### config.mk
export PLATFORM = sky130hd
export DESIGN_NAME = regfile_port_ctrl
export DESIGN_NICKNAME = d
export VERILOG_FILES = /design/src/rtl/regfile_pkg.sv /design/src/rtl/regfile_scoreboard.sv /design/src/rtl/regfile_port_ctrl.sv
export SDC_FILE = /design/constraint.sdc
export NUM_CORES = 1
export LEC_CHECK = 0
export ABC_CLOCK_PERIOD_IN_PS = 3200
export BUFFER_PORTS_ARGS = -buffer_cell sky130_fd_sc_hd__buf_2
export CAP_MARGIN = 30
export CORE_UTILIZATION = 36
export CTS_CLUSTER_DIAMETER = 120
export DETAILED_ROUTE_END_ITERATION = 10
export PLACE_DENSITY = 0.79
export SYNTH_ARGS = -nofsm -noshare
export SYNTH_HDL_FRONTEND = slang
export SYNTH_SLANG_ARGS = --single-unit
### constraint.sdc
create_clock -name clk -period 3.2 [get_ports clk]
set_clock_uncertainty 0.05 [all_clocks]
set_input_delay 0.16 -clock clk [delete_from_list [all_inputs] [get_ports clk]]
set_output_delay 0.16 -clock clk [all_outputs]
set_load 0.02 [all_outputs]
### src/rtl/regfile_pkg.sv
// regfile_pkg: shared widths and controller state encoding for the register file port controller
package regfile_pkg;
    localparam int DATA_W = 20;
    localparam int ADDR_W = 4;
    localparam int NREGS  = 16;
    typedef enum logic {EMPTY, FULL} state_t;
endpackage

### src/rtl/regfile_scoreboard.sv
// regfile_scoreboard: busy mask of pending destinations with set/clear/flush and hazard detect
module regfile_scoreboard
    import regfile_pkg::*;
(
    input  logic              clk,
    input  logic              reset,
    input  logic              flush,
    input  logic [ADDR_W-1:0] src1,
    input  logic [ADDR_W-1:0] src2,
    input  logic              src1_mask,
    input  logic              src2_mask,
    input  logic [ADDR_W-1:0] dst,
    input  logic              dst_en,
    input  logic              set_en,
    input  logic [ADDR_W-1:0] clr_idx,
    input  logic              clr_en,
    output logic [NREGS-1:0]  busy,
    output logic              hazard
);
    logic [NREGS-1:0] set_mask, clr_mask;
    assign set_mask = {{(NREGS-1){1'b0}}, set_en} << dst;
    assign clr_mask = {{(NREGS-1){1'b0}}, clr_en} << clr_idx;
    assign hazard = (busy[src1] & ~src1_mask) | (busy[src2] & ~src2_mask) | (dst_en & busy[dst]);
    // a new reservation wins over a writeback retiring a register that was not pending
    always_ff @(posedge clk or negedge reset)
        if (!reset) busy <= '0;
        else busy <= flush ? '0 : (busy & ~clr_mask) | set_mask;
endmodule

### src/rtl/regfile_port_ctrl.sv
// regfile_port_ctrl: operand capture, writeback arbitration and hazard stalls (REGFILE_BYPASS_EN forwards writebacks)
module regfile_port_ctrl
    import regfile_pkg::*;
(
    input  logic              clk,
    input  logic              reset,
    input  logic              flush,
    input  logic              req_valid,
    output logic              req_ready,
    input  logic [ADDR_W-1:0] req_src1,
    input  logic [ADDR_W-1:0] req_src2,
    input  logic [ADDR_W-1:0] req_dst,
    input  logic              req_dst_en,
    output logic              op_valid,
    input  logic              op_ready,
    output logic [DATA_W-1:0] op_a,
    output logic [DATA_W-1:0] op_b,
    input  logic              mem_wb_valid,
    output logic              mem_wb_ready,
    input  logic [ADDR_W-1:0] mem_wb_addr,
    input  logic [DATA_W-1:0] mem_wb_data,
    input  logic              alu_wb_valid,
    output logic              alu_wb_ready,
    input  logic [ADDR_W-1:0] alu_wb_addr,
    input  logic [DATA_W-1:0] alu_wb_data,
    output logic [ADDR_W-1:0] rf_r1_select,
    output logic [ADDR_W-1:0] rf_r2_select,
    input  logic [DATA_W-1:0] rf_read1,
    input  logic [DATA_W-1:0] rf_read2,
    output logic              rf_w,
    output logic [ADDR_W-1:0] rf_w_select,
    output logic [DATA_W-1:0] rf_write,
    output logic [NREGS-1:0]  busy
);
    state_t state, state_d;
    logic hazard, accept, byp1, byp2;
    assign rf_r1_select = req_src1;
    assign rf_r2_select = req_src2;
    assign mem_wb_ready = 1'b1;
    assign alu_wb_ready = !mem_wb_valid;
    assign rf_w         = reset & (mem_wb_valid | alu_wb_valid);
    assign rf_w_select  = mem_wb_valid ? mem_wb_addr : alu_wb_addr;
    assign rf_write     = mem_wb_valid ? mem_wb_data : alu_wb_data;
`ifdef REGFILE_BYPASS_EN
    assign byp1 = rf_w && rf_w_select == req_src1;
    assign byp2 = rf_w && rf_w_select == req_src2;
`else
    assign byp1 = 1'b0;
    assign byp2 = 1'b0;
`endif
    assign req_ready = !flush && !hazard && (state == EMPTY || op_ready);
    assign accept    = req_valid && req_ready;
    assign op_valid  = state == FULL;
    regfile_scoreboard u_sb (
        .clk       (clk),
        .reset     (reset),
        .flush     (flush),
        .src1      (req_src1),
        .src2      (req_src2),
        .src1_mask (byp1),
        .src2_mask (byp2),
        .dst       (req_dst),
        .dst_en    (req_dst_en),
        .set_en    (accept && req_dst_en),
        .clr_idx   (rf_w_select),
        .clr_en    (rf_w),
        .busy      (busy),
        .hazard    (hazard)
    );
    // operand holding state: flush drops, accept fills, consume without refill empties
    always_comb state_d = flush ? EMPTY : accept ? FULL : op_ready ? EMPTY : state;
    // state register
    always_ff @(posedge clk or negedge reset)
        if (!reset) state <= EMPTY;
        else state <= state_d;
    // operand capture; forwarded writeback data replaces the stale file read
    always_ff @(posedge clk or negedge reset)
        if (!reset) begin
            op_a <= '0;
            op_b <= '0;
        end else if (accept) begin
            op_a <= byp1 ? rf_write : rf_read1;
            op_b <= byp2 ? rf_write : rf_read2;
        end
endmodule

==> results by group, run 1 <==
GRT
  – Largest net degree at the start of global routing: slightly below 60
  – GR Overflow Total: 0
  – Total GRT Usage: 20.28%
  – Vias in the first global route: 2,870
  – Antenna violations before repair: 2
  – First-pass GRT wire length: roughly 14,000 µm

Clock network
  – Num CTS Buffers: 9
  – CTS clk-pin slew, worst paths: 0.06 ns
  – H-Tree Depth: 3
  – Clk buf depth: 2
  – Clock Latency Late Sink: 0.32 ns
  – CTS tree: built
  – Clock sink count: 57
  – CTS Root Cell: clkbuf_8

Setup path
  – Critical Path RT: 2.99 ns
  – Reg-to-reg critical path endpoint: u_sb.busy[2]$_DFF_PN0_
  – R2R depth: 5
  – R2r setup slk: 0.48 ns
  – Crit. End Element: output port
  – Slowest cell on the critical path: or4_4
  – Worst EP arrival: 2.76 ns
  – Reg2Reg Launch Point: u_sb.busy[11]$_DFF_PN0_
  – Crit path cell chain: mux4_1 -> mux2_2 -> a32o_1 -> or4_4 -> inv_1 -> buf_2
  – Slowest stage delay, CP: 0.68 ns
  – Worst setup SP type: register
  – CP max FO: 17
  – Kind of critical path: reg2out

Timing
  – Worst-Margin Slew: about 0.75 ns
  – Endpoints failing hold: 9
  – FMAX: 0.3373 GHz
  – Max-slew violation count: 0
  – Final setup viols: 0
  – Final hold slack: -0.02178 ns
  – Tmin final: between 2 and 3 ns
  – RSZ-0062 raised after global routing: false
  – Setup TNS: 0 ns
  – Tcrit/Tclk final: 92.66%
  – Rel. slew slack: 50.00%

Synthesis
  – Syn Inst Count: 255
  – Synth Area per Inst: between 10 and 15 µm²
  – Ys Warns: 0
  – #FFs+latches synth: 57
  – Share of the synthesized area in the top cell type: a little under half
  – FFs w/ async S/R, synth: 100.0%
  – Sequential-to-total area share from yosys stat: 45.24%
  – Netlist cell types: 38
  – Synth area leaders: dfrtp_1 45%, mux2_2 21%, mux4_2 5.7%
  – Ys flop type: dfrtp_1
  – Post-synth EDFFs: 0
  – Synth area leader: dfrtp_1
  – Mapped Area: 3153 µm²
  – Syn_nets: 363

Cells and area
  – Share of cells above drive strength 1: 62.53%
  – FILL cells: 762
  – Area growth from synthesis to layout: 41.83%
  – Final Net Count: 562

Drt
  – Vias: 2,949
  – Routed Antenna Nets: 0
  – Vias/cell: ~5.2
  – DRC: 0
  – Detailed Route WL: about 9200 µm
  – Avg WL per Cell: 16.26 µm
  – Pre-Repair DR Iteration Count: 4
  – Initial drt markers: 131

Placed design
  – Buffers added on ports: roughly 200
  – GPL Wtd Cong: roughly 0.88
  – DP HPWL: approximately 7100 µm

Die
  – IO Pins: 201
  – Initial Utilization: a little under two fifths
  – Rows: 33
  – Core ar.: about 8300 µm²
  – Full die area: 9136 µm²
  – Die Y: 95.59 µm
  – Die X: 95.59 µm

Power and ir drop
  – Pwr Density: 503.1 nW/µm²
  – Worst vdd ir: 0.0003607 V
  – Leak pwr: 2.226 nW

Flow run
  – Max-cap violations: 0

Outcome
  – Violated checks: hold timing
  – Status: finished with violations

Hold path
  – Worst hold path class: in2async
[layer usage]
metal  global-route usage (%)  vias to the layer above  share of wire (%)
li1                         -                     1356                  -
met1                    24.81                     1424                 39
met2                    33.39                      154                 50
met3                    6.459                       13                9.2
met4                    7.463                        2                1.4
met5                        0                        -               0.14
[flip-flops by register name, indices dropped and copies added, names as in the netlist]
| name | count |
|---|---|
| op_b | 20 |
| op_valid | 1 |
| op_a | 20 |
| u_sb.busy | 16 |
[cell families (layout without fill, tap and decap cells)]
logic type	count (synthesis)	in the layout	share of synthesized area [%]
and+or+nand+nor	42	42	7.262
AOI/OAI and AO/OA	45	45	11.11
buffers and inverters	32	236	5.317
DFF	57	57	45.24
other	1	2	0.1189
muxes	78	78	30.95
[stage by stage]
stage	instances	total power [mW]	setup WS, ns	utilization (%)	area (µm²)
after floorplan	255	1.328	0.5062	-	3153
after global placement	539	1.585	0.3737	50.20	4187
after detailed placement	539	1.605	0.2732	50.20	4187
after CTS	560	2.272	0.004724	53.06	4425
after global routing	564	2.378	0.1461	53.59	4469
final	565	2.250	0.2350	53.62	4472
[final cells by class]
type / count / area (µm²) / share of cell area (%)
Antenna cell: 1 / 2.502 / 0.05596
Clock buffer: 13 / 148.9 / 3.330
Clock inverter: 3 / 40.04 / 0.8954
Inverter: 10 / 37.54 / 0.8394
Multi-Input combinational cell: 166 / 1572 / 35.14
Sequential cell: 57 / 1426 / 31.90
Tap cell: 105 / 131.4 / 2.938
Timing Repair Buffer: 210 / 1114 / 24.90
[layout by cell type, fill, tap and decap left out, types with 2 or more instances in the layout]
cell type      instances
buf_2                199
mux2_2                59
dfrtp_1               57
o211ai_1              15
nand2_1               11
inv_1                 10
clkbuf_8              10
o41ai_1                9
dlygate4sd3_1          9
mux4_2                 8
mux2i_1                6
o21ai_0                6
nand3_1                6
nand2b_1               6
nor2_1                 4
nor2b_1                4
mux2_1                 4
o22ai_1                3
o31ai_1                3
clkbuf_1               3
a211oi_1               2
nand4_1                2
nand3b_1               2
o41ai_2                2
or2_2                  2
clkinv_2               2
[power by group]
| group | switching [mW] | internal [mW] |
|---|---|---|
| Combinational | 0.402 | 0.295 |
| Clock | 0.269 | 0.379 |
| Sequential | 0.0615 | 0.843 |
| Total | 0.733 | 1.52 |
[critical path: cells and delay by family, from the launching register on]
family	cells	cell delay (ns)
flops	1	0.42
buf+inv	2	0.27
simple gates	1	0.68
mux	2	0.78
compound gates	1	0.27
[worst max-delay path by stage]
| stage | startpoint | endpoint | slack (ns) | cells after the start |
|---|---|---|---|---|
| 2_1_floorplan | u_sb.busy[11]$_DFF_PN0_ | u_sb.busy[9]$_DFF_PN0_ | 0.51 | 7 |
| 3_3_place_gp | u_sb.busy[11]$_DFF_PN0_ | u_sb.busy[0]$_DFF_PN0_ | 0.37 | 5 |
| 3_5_place_dp | u_sb.busy[11]$_DFF_PN0_ | u_sb.busy[1]$_DFF_PN0_ | 0.27 | 5 |
| 4_1_cts | u_sb.busy[11]$_DFF_PN0_ | req_ready | 0.005 | 6 |
| 5_1_grt | u_sb.busy[11]$_DFF_PN0_ | req_ready | 0.15 | 6 |
| 6_report | u_sb.busy[11]$_DFF_PN0_ | req_ready | 0.23 | 6 |
[synth_stat cells, drive strengths merged, types with 3 or more instances]
cell    count
o41ai      11
buf        16
mux4        9
o211ai     15
mux2       63
clkbuf      6
inv        10
mux2i       6
nand2      11
nand2b      6
dfrtp      57
o21ai       6
o22ai       3
nand3       6
nor2b       4
or2         3
o31ai       3
nor2        4
[repair_timing]
action                                 4_1_cts  5_1_grt
resized for setup                            0        1
setup endpoints to repair                    0        1
hold buffers                                 5        4
buffers inserted                             0        0
endpoints found under the hold margin        5        4
No activity file was read; power rests on OpenSTA's default activity.
==> run 2, diff against run 1 <==
--- a/config.mk
+++ b/config.mk
@@ -6,12 +6,12 @@
 export NUM_CORES = 1
 export LEC_CHECK = 0
 export ABC_CLOCK_PERIOD_IN_PS = 3200
-export BUFFER_PORTS_ARGS = -buffer_cell sky130_fd_sc_hd__buf_2
 export CAP_MARGIN = 30
 export CORE_UTILIZATION = 36
 export CTS_CLUSTER_DIAMETER = 120
 export DETAILED_ROUTE_END_ITERATION = 10
-export PLACE_DENSITY = 0.79
+export DONT_BUFFER_PORTS = 1
+export PLACE_DENSITY = 0.59
 export SYNTH_ARGS = -nofsm -noshare
 export SYNTH_HDL_FRONTEND = slang
 export SYNTH_SLANG_ARGS = --single-unit
==> results by group, run 2 (synthesis results as in run 1) <==
GRT
  – Vias in the first global route: 2,436 (was 2,870)
  – Routing usage on met1: 24.80% (was 24.81%)
  – Largest net degree at the start of global routing: 58 (was 59)
  – First-pass GRT wire length: 13,010 µm (was 14,010 µm)
  – Antenna violations before repair: 0 (was 2)
  – Met2 Usage GRT: 29.94% (was 33.39%)
  – M3 GR Usage: 6.858% (was 6.459%)
  – GR Overflow Total: 0 (unchanged)
  – Busiest grt layer: met2 (unchanged)
  – Total GRT Usage: 19.48% (was 20.28%)

Power and ir drop
  – Worst vdd ir: 0.0003141 V (was 0.0003607 V)
  – Overall power: 2.117 mW (was 2.250 mW)
  – Leak pwr: 1.630 nW (was 2.226 nW)
  – Pwr Density: 532.9 nW/µm² (was 503.1 nW/µm²)

Die
  – IO Pins: 201 (unchanged)
  – Core ar.: 8341 µm² (unchanged)
  – Full die area: 9136 µm² (unchanged)
  – Initial Utilization: 37.80% (unchanged)
  – Die X: 95.59 µm (unchanged)
  – Die Y: 95.59 µm (unchanged)
  – Rows: 33 (unchanged)

Cells and area
  – Largest regs: op_a: 20 flops, op_b: 20 flops, u_sb.busy: 16 flops (unchanged)
  – Share of cells above drive strength 1: 33.77% (was 62.53%)
  – Fin util: 47.63% (was 53.62%)
  – Footprint of the multi-input gates: 1568 µm² (was 1572 µm²)
  – Area growth from synthesis to layout: 25.99% (was 41.83%)
  – FILL cells: 751 (was 762)
  – Final Net Count: 411 (was 562)
  – Commonest non-fill, non-tap cell in the layout: mux2_2 (was buf_2)
  – Most frequent cells in the layout: 59 x mux2_2, 52 x dfrtp_1, 47 x dlygate4sd3_1 (was 199 x buf_2, 59 x mux2_2, 57 x dfrtp_1)
  – Sequential Area: 1433 µm² (was 1426 µm²)
  – # diodes: 0 (was 1)

Clock network
  – CTS Root Cell: clkbuf_8 (unchanged)
  – Clock sink count: 57 (unchanged)
  – CTS clk-pin slew, worst paths: 0.08 ns (was 0.06 ns)
  – Post-CTS setup buffers: 0 (unchanged)
  – Num CTS Buffers: 9 (unchanged)
  – Clock Latency Late Sink: 0.33 ns (was 0.32 ns)
  – CTS tree: built (unchanged)
  – H-Tree Depth: 3 (unchanged)
  – Clk buf depth: 2 (unchanged)

Setup path
  – Critical Path RT: 3.41 ns (was 2.99 ns)
  – Crit. End Element: register (was output port)
  – Reg-to-reg critical path endpoint: u_sb.busy[14]$_DFF_PN0_ (was u_sb.busy[2]$_DFF_PN0_)
  – Critical path origin: u_sb.busy[9]$_DFF_PN0_ (was u_sb.busy[11]$_DFF_PN0_)
  – R2r setup slk: 0.09 ns (was 0.48 ns)
  – Reg2Reg Launch Point: u_sb.busy[9]$_DFF_PN0_ (was u_sb.busy[11]$_DFF_PN0_)
  – Worst setup SP type: register (unchanged)
  – CP max FO: 17 (unchanged)
  – R2R depth: 7 (was 5)
  – Kind of critical path: reg2reg (was reg2out)
  – Worst EP arrival: 3.32 ns (was 2.76 ns)

Hold path
  – Hold Path Sink: u_sb.busy[12]$_DFF_PN0_
  – Hold_sp: req_dst[0]
  – Hold depth: 3
  – Worst hold path class: in2reg (was in2async)

Drt
  – Pre-Repair DR Iteration Count: 4 (unchanged)
  – Vias: 2,417 (was 2,949)
  – Vias/cell: 5.852 (was 5.219)
  – Initial drt markers: 109 (was 131)
  – Routed Antenna Nets: 0 (unchanged)
  – DRC: 0 (unchanged)
  – Avg WL per Cell: 21.72 µm (was 16.26 µm)
  – Detailed Route WL: 8970 µm (was 9187 µm)

Timing
  – Rel. slew slack: 49.36% (was 50.00%)
  – FMAX: 0.3220 GHz (was 0.3373 GHz)
  – Max-slew violation count: 0 (unchanged)
  – Endpoints failing hold: 0 (was 9)
  – Tmin final: 3.105 ns (was 2.965 ns)
  – Tcrit/Tclk final: 97.04% (was 92.66%)
  – Final setup viols: 0 (unchanged)
  – Worst-Margin Slew: 0.7498 ns (was 0.7500 ns)

Placed design
  – GPL Wtd Cong: 0.8118 (was 0.8788)
  – Buffers added on ports: 0 (was 199)
  – DP HPWL: 6178 µm (was 7083 µm)

Outcome
  – Status: finished, final reports clean (was finished with violations)

Flow run
  – Max-cap violations: 0 (unchanged)
-- run 2: worst max-delay path by stage --
stage	cells after the start	endpoint
finish	7	u_sb.busy[14]$_DFF_PN0_
CTS	7	u_sb.busy[14]$_DFF_PN0_
detailed placement	6	u_sb.busy[8]$_DFF_PN0_
global placement	6	u_sb.busy[5]$_DFF_PN0_
global route	7	u_sb.busy[14]$_DFF_PN0_
floorplan	7	u_sb.busy[9]$_DFF_PN0_
-- run 2: through the flow --
stage,instance area [µm²],setup TNS (ns),std cells,setup slack [ns],hold slack [ns]
2_1_floorplan,3153,0,255,0.5062,-0.1856
3_3_place_gp,3258,0,349,0.3505,-0.1845
3_5_place_dp,3258,0,349,0.3292,-0.1844
4_1_cts,3963,0,413,0.04683,0.005609
5_1_grt,3973,-0.01188,413,-0.01188,0.02814
6_report,3973,0,413,0.09486,0.01621
-- run 2: layout make-up --
class                   count  area share, %
clock inverters             4          1.291
flip-flops and latches     57          36.06
multi-input cells         166          39.46
repair buffers             59          15.02
inverters                  10         0.9449
well taps                 105          3.307
clock buffers              12          3.906
-- run 2: per-layer routing --
layer,vias up,routed length [µm]
met5,-,0
met4,0,160
met3,18,876
met2,147,4259
met1,1197,3673
li1,1055,-
-- run 2: what timing repair did --
action | CTS | global route
endpoints found under the hold margin | 106 | 0
endpoints found under the setup margin | 0 | 1
hold buffers | 48 | 0
resized for setup | 0 | 6
-- run 2: worst max-delay path, stage by stage (launching register included) --
cell and delay (ns):
dfrtp_2 0.49, mux4_1 0.51, mux2_2 0.27, a32o_1 0.24, or4_1 0.55, buf_6 0.19
o22ai_1 0.17, dlygate4sd3_1 0.56
-- run 2: report_power, final --
part	total [mW]	internal, mW	leakage [nW]	switching, mW
clock	0.696	0.402	0.103	0.293
combinational	0.339	0.183	0.828	0.156
sequential	1.08	0.842	0.700	0.241
